$ cat src/rtl/fetch_sequencer.sv
// Instruction-fetch sequencer: owns the PC, issues handshaked imem requests and holds each
// fetched word for decode, applying redirects at any point including mid-request.
module fetch_sequencer #(
  parameter logic [31:0] RESET_PC = 32'h0000_0000
) (
  input  logic        clk,
  input  logic        rst,
  input  logic        stall,
  input  logic        redirect,
  input  logic [31:0] redirect_target,
  output logic        imem_req,
  output logic [31:0] imem_addr,
  input  logic        imem_ready,
  input  logic [31:0] imem_rdata,
  output logic        inst_valid,
  output logic [31:0] inst,
  output logic [31:0] inst_pc,
  input  logic        inst_ack,
  output logic [31:0] pc,
  output logic [31:0] fetch_count
);

  typedef enum logic [1:0] {StIdle, StReq, StIssue} state_e;

  state_e      state_q, state_d;
  logic [31:0] pc_q, pc_d;
  logic [31:0] req_addr_q, req_addr_d;
  logic [31:0] inst_q, inst_d;
  logic [31:0] inst_pc_q, inst_pc_d;
  logic [31:0] count_q, count_d;
  logic        squash_q, squash_d;

  logic [31:0] target;
  logic [31:0] flow_pc;
  logic        unused_target_lsbs;

  assign target             = {redirect_target[31:2], 2'b00};
  assign unused_target_lsbs = ^redirect_target[1:0];
  // PC after honouring a same-cycle redirect
  assign flow_pc            = redirect ? target : pc_q;

  always_comb begin
    state_d    = state_q;
    pc_d       = pc_q;
    req_addr_d = req_addr_q;
    inst_d     = inst_q;
    inst_pc_d  = inst_pc_q;
    count_d    = count_q;
    squash_d   = squash_q;

    unique case (state_q)
      StIdle: begin
        pc_d = flow_pc;
        if (!stall) begin
          state_d    = StReq;
          req_addr_d = flow_pc;
        end
      end

      StReq: begin
        if (imem_ready) begin
          if (squash_q || redirect) begin
            // Completed request belongs to a stale path: drop the word
            squash_d   = 1'b0;
            pc_d       = flow_pc;
            req_addr_d = flow_pc;
            state_d    = stall ? StIdle : StReq;
          end else begin
            inst_d    = imem_rdata;
            inst_pc_d = req_addr_q;
            state_d   = StIssue;
          end
        end else if (redirect) begin
          // Memory cannot abandon the access; let it finish and discard it
          squash_d = 1'b1;
          pc_d     = target;
        end
      end

      StIssue: begin
        if (inst_ack) begin
          count_d    = count_q + 32'd1;
          pc_d       = redirect ? target : pc_q + 32'd4;
          req_addr_d = pc_d;
          state_d    = stall ? StIdle : StReq;
        end else if (redirect) begin
          pc_d       = target;
          req_addr_d = target;
          state_d    = stall ? StIdle : StReq;
        end
      end

      default: state_d = StIdle;
    endcase
  end

  always_ff @(posedge clk) begin
    if (rst) begin
      state_q    <= StIdle;
      pc_q       <= RESET_PC;
      req_addr_q <= RESET_PC;
      inst_q     <= 32'd0;
      inst_pc_q  <= 32'd0;
      count_q    <= 32'd0;
      squash_q   <= 1'b0;
    end else begin
      state_q    <= state_d;
      pc_q       <= pc_d;
      req_addr_q <= req_addr_d;
      inst_q     <= inst_d;
      inst_pc_q  <= inst_pc_d;
      count_q    <= count_d;
      squash_q   <= squash_d;
    end
  end

  assign imem_req    = (state_q == StReq);
  assign imem_addr   = (state_q == StReq) ? req_addr_q : pc_q;
  assign inst_valid  = (state_q == StIssue);
  assign inst        = inst_q;
  assign inst_pc     = inst_pc_q;
  assign pc          = pc_q;
  assign fetch_count = count_q;

endmodule
$ cat config.mk
export PLATFORM = sky130hd
export DESIGN_NAME = fetch_sequencer
export DESIGN_NICKNAME = d
export VERILOG_FILES = /design/src/rtl/fetch_sequencer.sv
export SDC_FILE = /design/constraint.sdc
export NUM_CORES = 1
export LEC_CHECK = 0
export BUFFER_PORTS_ARGS = -buffer_cell sky130_fd_sc_hd__buf_2
export CORE_MARGIN = 2
export CORE_UTILIZATION = 51
export CTS_CLUSTER_DIAMETER = 80
export DETAILED_ROUTE_END_ITERATION = 10
export GPL_ROUTABILITY_DRIVEN = 0
export PLACE_DENSITY = 0.78
export SLEW_MARGIN = 20
export SYNTH_ARGS = -nofsm -noshare
export SYNTH_HDL_FRONTEND = slang
export SYNTH_SLANG_ARGS = --single-unit
$ cat constraint.sdc
create_clock -name clk -period 2.7 [get_ports clk]
set_input_delay 0.135 -clock clk [delete_from_list [all_inputs] [get_ports clk]]
set_output_delay 0.135 -clock clk [all_outputs]
set_load 0.05 [all_outputs]
== Yosys cells after proc, flatten, opt, wreduce, memory -nomap -nowiden ==
Cells that the tools add are included.
Cells by class
  mux-type cells: 22
  bitwise operators: 1
  eq/ne operators: 8
  add/sub/neg operators: 2
  reductions and logical operators: 10
Operators with widths (number)
  32-bit two-way mux: 10
  32-bit case mux with 3 select lines: 2
  32-bit by 1-bit adder with 32-bit output (second input constant): 1
  32-bit by 3-bit adder with 32-bit output (second input constant): 1
  2-bit two-way mux: 5
  3-bit AND reduction: 3
  2-bit by 1-bit inequality test with 1-bit output (second input constant): 3
  3-bit by 2-bit inequality test with 1-bit output (second input constant): 2
  2-bit case mux with 3 select lines: 1
  5-bit AND reduction: 1
  1-bit two-way mux: 4
  2-bit AND reduction: 2
  3-bit nonzero test: 1
  2-bit by 1-bit == test with 1-bit output (second input constant): 1
  2-bit == test (second input constant): 1
  2-bit logical NOT: 1
  2-bit inequality test (second input constant): 1
  2-bit nonzero test: 1
  1-bit logical OR: 1
  1-bit NOT: 1
Storage, ports and cells
  output and inout port bits: 162
  logic and storage cells: 50
  bits in registers: 163
  bits of input ports: 70

== Longest topological paths before layout ==
Gate-level depths: netlist of the first run.
  depth in word-level cells: 4
  gate-level depth with buffers: 8
  depth with buffers taken out: 6

== Worst setup path after synthesis of the first run ==
Ideal clock, no wire load.
  kind: register -> register
  start: register count_q[5], in the netlist fetch_count[5]
  end: register count_q[31], in the netlist fetch_count[31]
  cell stages (with the launch flop): 7
  arrival time: 2687 ps
  clock period less this slack: 2808 ps
  path buffers: 1
  setup slack: -108 ps
  required time: 2579 ps
  setup time: 121 ps
  path through: dfxtp_1 > nand4_2 > or4_1 > buf_2 > or4_4 > or3_1 > mux2_4
Between the ends
  word-level cells in the longest chain between the ends: 1
Ends and longest elaborated chain
  start: declaration: line 30  | logic [31:0] count_q, count_d;
  start signal: assignment: line 112  | count_q <= count_d;
  32-bit by 1-bit adder with 32-bit output: line 82  | count_d = count_q + 32'd1;
No other way between the ends.
A chain may end at the register's enable or synchronous reset.

== Worst setup path in the final report of the first run ==
  start: register state_q[1]
  end: output imem_addr[30]
Between the ends
  word-level cells in the longest chain between the ends: 2
Ends and longest elaborated chain
  start: declaration: line 25  | state_e state_q, state_d;
  start signal: assignment: line 99  | state_q <= StIdle;
  start signal: assignment: line 107  | state_q <= state_d;
  2-bit by 1-bit == test with 1-bit output: line 118  | assign imem_addr = (state_q == StReq) ? req_addr_q : pc_q;
  32-bit two-way mux: line 118
  end: declaration: line 12  | output logic [31:0] imem_addr,
No other way between the ends.

==> out/summary.txt, run 1 <==
Layout cells sized above 1: 0.249
Final std cells w/o fill: 1599
Area contributors post-synth: dfxtp_1, nand2_1, a21oi_1, clkbuf_1, nor2_1
Final Max Tran Viols: 0
Power Density: 590 nW/um2
IO Count: 232
Die area: 17400 um2
Asr flop ratio synth: 0
Synth Instances: 1138
Crit start category: register
Switching power: 0.00211 W
Arrival @ worst endpoint: 2420 ps
CP required: 2570 ps
Detail Route Antenna Nets: 0
First-pass GRT wire length: 44.2 mm
Worst-margin pin slew: 806 ps
Mean Syn Cell Area: 7.32 um2
Maximum fanout along the worst path: 14
Clock slew at reported path FFs: 70 ps
Setup TNS: 0 ps
Total global routing overflow: 0
Crit path kind: register to primary output
Status: complete, no violations
Period minus WS final: 2550 ps
Clk sink count: 163
Switching Fraction: 0.333
Dpl hpwl: 19.0 mm
DR WL/cell: 17.7 um
Post-CTS setup buffers: 0
Nets: 1442
Die height: 132 um
GRT Total Usage: 0.312
Routed WL: 28.3 mm
Seq/Total Area, Yosys: 0.391
Vias in the first global route: 8498
# Max-Cap Violations: 0
Ys flop type: dfxtp_1
Internal power: 0.00422 W
Initial antenna violation count: 0
Starting Density: 0.523
CP endpoint kind: primary output
Share of the synthesized area in the top cell type: 0.391
Slew headroom: 0.463
Hold WC Path Type: input pin to register
H-tree lvl count: 4
Placed cell areas: 9830 um2
Port Buffer Count: 229
Warnings, synthesis: 0
Worst-Skew Late Latency: 430 ps
Comb pwr share: 0.207
Post-synth top cells: nand2_1, dfxtp_1, a21oi_1
Area leader, netlist: dfxtp_1
RSZ-0062 raised after global routing: no
# diodes: 0
Largest net degree at the start of global routing: 70
Die Wd: 132 um
Clock root cell: clkbuf_16
Post-Place Cells: 1535
Pre-antenna DRT Iters: 5
Finished Cell Area: 10700 um2
Fill cells: 1380
Area grow syn2layout: 28.6%
Final setup viols: 0
Drt first-iter violations: 997
Core area: 15900 um2
Pwr Total: 0.00632 W
Synth cell types: 66
Skew final: 6.48 ps
Netlist Area Pre-Place: 8340 um2
LEAKAGE: 4.48 nW
Reg power frac: 0.419
Count leader, synth: nand2_1
Maximum VDD drop: 0.468 mV
Tcrit/Tclk final: 0.946
Core Rows: 46
Count of state elements after synthesis: 163
Vias: 9498
Via density: 5.94
F_max: 391 MHz
Total CTS buffers: 17
DRC: 0
Syn Nets: 1210
Max Buffers Root-to-Sink: 2
Clock share of power: 0.374
Number of synthesized flops with an enable pin: 0
Final hold vios: 0
CTS tree: yes
-- cell usage in the layout (no fill, tap or decap), drive strengths merged, types with 20 or more instances in the layout --
cell	instances
nor2	83
nand3	33
inv	23
xnor2	22
a21oi	126
a211oi	21
nor3	20
nand2	258
nand4	24
dlygate4sd3	32
buf	283
o21ai	55
dfxtp	163
-- path summary, 6_finish.rpt --
| check | cells after the start | from | slack [ps] | endpoint |
|---|---|---|---|---|
| hold reg to reg | 2 | inst_pc[5]$_SDFFE_PP0P_ | 450 | inst_pc[5]$_SDFFE_PP0P_ |
| setup / recovery | 5 | state_q[1]$_SDFFE_PP0P_ | 150 | imem_addr[30] |
| setup reg to reg | 6 | pc[5]$_SDFFE_PP0P_ | 210 | req_addr_q[19]$_SDFFE_PP0P_ |
| hold / removal | 3 | redirect_target[7] | 10 | req_addr_q[7]$_SDFFE_PP0P_ |
-- metrics by stage --
step | worst slack [ps] | hold WS [ps] | util
2_1_floorplan | 3.48 | 271 | -
5_1_grt | 113 | 23.2 | 0.672
4_1_cts | 200 | 4.59 | 0.672
3_3_place_gp | 324 | 375 | 0.616
6_report | 145 | 14.6 | 0.672
3_5_place_dp | 251 | 382 | 0.616
-- per-layer routing --
layer	part of all wire	vias to the layer above	track usage
li1	-	4469	-
met1	0.40	4412	0.414
met2	0.47	558	0.502
met3	0.11	59	0.0634
met4	0.024	0	0.118
met5	0	-	0
-- cell families (layout without fill, tap and decap cells) --
family,count (synthesis),in the layout,share of synthesized area
adder cells (fa/ha/maj),2,2,0.00300
AO/OA/AOI/OAI,295,295,0.219
XOR/XNOR,29,29,0.0305
multiplexers,11,11,0.0149
AND/OR/NAND/NOR,515,515,0.284
flip-flops,163,163,0.391
buffers and inverters,123,368,0.0566
-- sequential cells by signal, summed over array words and instances, names as in the netlist --
| register | flops |
|---|---|
| fetch_count | 32 |
| inst | 32 |
| inst_pc | 32 |
| pc | 32 |
| req_addr_q | 32 |
| squash_q | 1 |
| state_q | 2 |
-- power by group through the flow --
stage	clock network [W]	registers, W	logic (W)
5_1_grt	0.00248	0.00266	0.00138
6_report	0.00237	0.00265	0.00131
4_1_cts	0.00238	0.00264	0.00129
3_5_place_dp	0	0.00270	0.00125
2_1_floorplan	0	0.00284	0.000699
3_3_place_gp	0	0.00269	0.00123
-- final cells by class --
| cell class | count | area, um2 | area share |
|---|---|---|---|
| clock buffers | 19 | 443 | 0.0413 |
| well taps | 216 | 270 | 0.0252 |
| flip-flops and latches | 163 | 3270 | 0.305 |
| inverters | 21 | 78.8 | 0.00736 |
| repair buffers | 315 | 1910 | 0.178 |
| clock inverters | 13 | 125 | 0.0117 |
| multi-input cells | 852 | 4610 | 0.431 |
-- timing repair --
item,4_1_cts,5_1_grt
hold buffers,32,0
hold endpoints to repair,32,0
gates resized for setup,0,0
-- critical path: stages (launching register included) --
cell	delay (ps)
dfxtp_1	490
nand2b_1	180
clkinv_1	380
buf_4	360
o21ai_0	250
buf_2	320
Note: power is estimated with default switching activity, not from simulation.
==> run 2: changes to the inputs <==
--- a/config.mk
+++ b/config.mk
@@ -7,11 +7,11 @@
 export LEC_CHECK = 0
 export BUFFER_PORTS_ARGS = -buffer_cell sky130_fd_sc_hd__buf_2
 export CORE_MARGIN = 2
-export CORE_UTILIZATION = 51
+export CORE_UTILIZATION = 50
 export CTS_CLUSTER_DIAMETER = 80
 export DETAILED_ROUTE_END_ITERATION = 10
 export GPL_ROUTABILITY_DRIVEN = 0
-export PLACE_DENSITY = 0.78
+export PLACE_DENSITY = 0.77
 export SLEW_MARGIN = 20
 export SYNTH_ARGS = -nofsm -noshare
 export SYNTH_HDL_FRONTEND = slang
==> out/summary.txt, run 2 (synthesis gave the netlist of run 1 again) <==
Dpl hpwl: 18.5 mm (was 19.0 mm)
Largest net degree at the start of global routing: 66 (was 70)
Routed WL: 27.9 mm (was 28.3 mm)
Tcrit/Tclk final: 0.903 (was 0.946)
Vias: 9392 (was 9498)
Die height: 133 um (was 132 um)
Maximum fanout along the worst path: 6 (was 14)
Final hold vios: 0 (unchanged)
Final Max Tran Viols: 0 (unchanged)
Crit start category: register (unchanged)
Worst-margin pin slew: 802 ps (was 806 ps)
Commonest non-fill, non-tap cell in the layout: nand2_1 (unchanged)
Max Buffers Root-to-Sink: 2 (unchanged)
Internal power: 0.00432 W (was 0.00422 W)
Switching Fraction: 0.323 (was 0.333)
Hold WC Path Type: input pin to register (unchanged)
Power Density: 596 nW/um2 (was 590 nW/um2)
First-pass GRT wire length: 43.6 mm (was 44.2 mm)
Port Buffer Count: 229 (unchanged)
Skew final: 11.7 ps (was 6.48 ps)
H-tree lvl count: 4 (unchanged)
Vias in the first global route: 8368 (was 8498)
Layout cells sized above 1: 0.246 (was 0.249)
Drt first-iter violations: 779 (was 997)
Worst-Skew Late Latency: 430 ps (about the same)
Core area: 16500 um2 (was 15900 um2)
Final std cells w/o fill: 1601 (was 1599)
LEAKAGE: 4.47 nW (was 4.48 nW)
Post-CTS setup buffers: 0 (unchanged)
Pwr Total: 0.00638 W (was 0.00632 W)
Final setup viols: 0 (unchanged)
RSZ-0062 raised after global routing: no (unchanged)
Post-Place Cells: 1535 (unchanged)
Maximum VDD drop: 0.478 mV (was 0.468 mV)
Arrival @ worst endpoint: 2720 ps (was 2420 ps)
Setup TNS: 0 ps (unchanged)
Fin worst setup slack: 261 ps (was 145 ps)
Clock slew at reported path FFs: 70 ps (about the same)
# Max-Cap Violations: 0 (unchanged)
Period minus WS final: 2440 ps (was 2550 ps)
Reg power frac: 0.416 (was 0.419)
Clock share of power: 0.383 (was 0.374)
Area grow syn2layout: 28.4% (was 28.6%)
Pre-antenna DRT Iters: 5 (unchanged)
Initial antenna violation count: 1 (was 0)
Crit path kind: register to register (was register to primary output)
Comb pwr share: 0.201 (was 0.207)
Post-Place Setup Slack: 244 ps (was 251 ps)
F_max: 410 MHz (was 391 MHz)
Clk sink count: 163 (unchanged)
Total global routing overflow: 0 (unchanged)
CP required: 2980 ps (was 2570 ps)
Status: complete, no violations (unchanged)
Die Wd: 133 um (was 132 um)
CTS tree: yes (unchanged)
Switching power: 0.00206 W (was 0.00211 W)
Detail Route Antenna Nets: 0 (unchanged)
Via density: 5.87 (was 5.94)
Core Rows: 47 (was 46)
Die area: 17700 um2 (was 17400 um2)
GRT Total Usage: 0.305 (was 0.312)
Worst hold margin: 24.5 ps (was 14.6 ps)
Slew headroom: 0.463 (about the same)
Total CTS buffers: 17 (unchanged)
IO Count: 232 (unchanged)
Most frequent cells in the layout: nand2_1, buf_2, dfxtp_1 (unchanged)
Clock root cell: clkbuf_16 (unchanged)
Starting Density: 0.506 (was 0.523)
DR WL/cell: 17.5 um (was 17.7 um)
CP endpoint kind: register (was primary output)
DRC: 0 (unchanged)
Nets: 1439 (was 1442)
run 2: cell types whose count changed in the layout (fill, tap and decap cells not counted), sizes merged:
| cell | delta |
|---|---|
| clkinv | -1 |
| bufinv | +1 |
| inv | -2 |
| clkbuf | +3 |
| dlygate4sd3 | +1 |
| diode | +1 |
| clkinvlp | -1 |
| buf | -4 |
run 2: power groups by stage:
stage	Clock, W	Combinational, W	Sequential [W]
2_1_floorplan	0	0.000699	0.00284
3_3_place_gp	0	0.00122	0.00269
3_5_place_dp	0	0.00123	0.00270
4_1_cts	0.00246	0.00127	0.00264
5_1_grt	0.00257	0.00137	0.00266
6_report	0.00244	0.00129	0.00265
run 2: critical path, stage by stage (launching register included):
cell and delay [ps]:
dfxtp_1 440, ha_1 230, nand4_1 150, or4_1 650, o31a_1 280, o311ai_0 390, a311oi_1 160
run 2: layout make-up:
type	count	area (um2)
diodes	1	2.50
clock buffers	22	464
clock inverters	10	123
fillers	1457	5760
inverters	21	78.8
multi-input cells	852	4620
flip-flops and latches	163	3270
well taps	220	275
repair buffers	312	1870
run 2: worst paths after layout:
check	endpoint	slack [ps]	startpoint	depth (start not counted)
setup / recovery	req_addr_q[26]$_SDFFE_PP0P_	260	pc[2]$_SDFFE_PP0P_	6
hold / removal	state_q[0]$_SDFFE_PP0P_	20	stall	3
setup reg to reg	req_addr_q[26]$_SDFFE_PP0P_	260	pc[2]$_SDFFE_PP0P_	6
hold reg to reg	inst[21]$_SDFFE_PP0P_	450	inst[21]$_SDFFE_PP0P_	2
run 2: routing by layer:
layer,up-vias,share of wire,track usage
li1,4443,-,-
met1,4357,0.41,0.403
met2,538,0.46,0.482
met3,54,0.11,0.0780
met4,0,0.026,0.115
met5,-,0,0
run 2: stage by stage:
stage               area (um2)   util
finish                   10700  0.650
global route             10700  0.650
CTS                      10700  0.650
detailed placement        9780  0.594
global placement          9780  0.594
floorplan                 8350      -
run 2: timing repair:
item	in CTS	in global routing
hold buffers	33	0
hold endpoints to repair	33	0
gates resized for setup	0	1
endpoints found under the setup margin	0	1
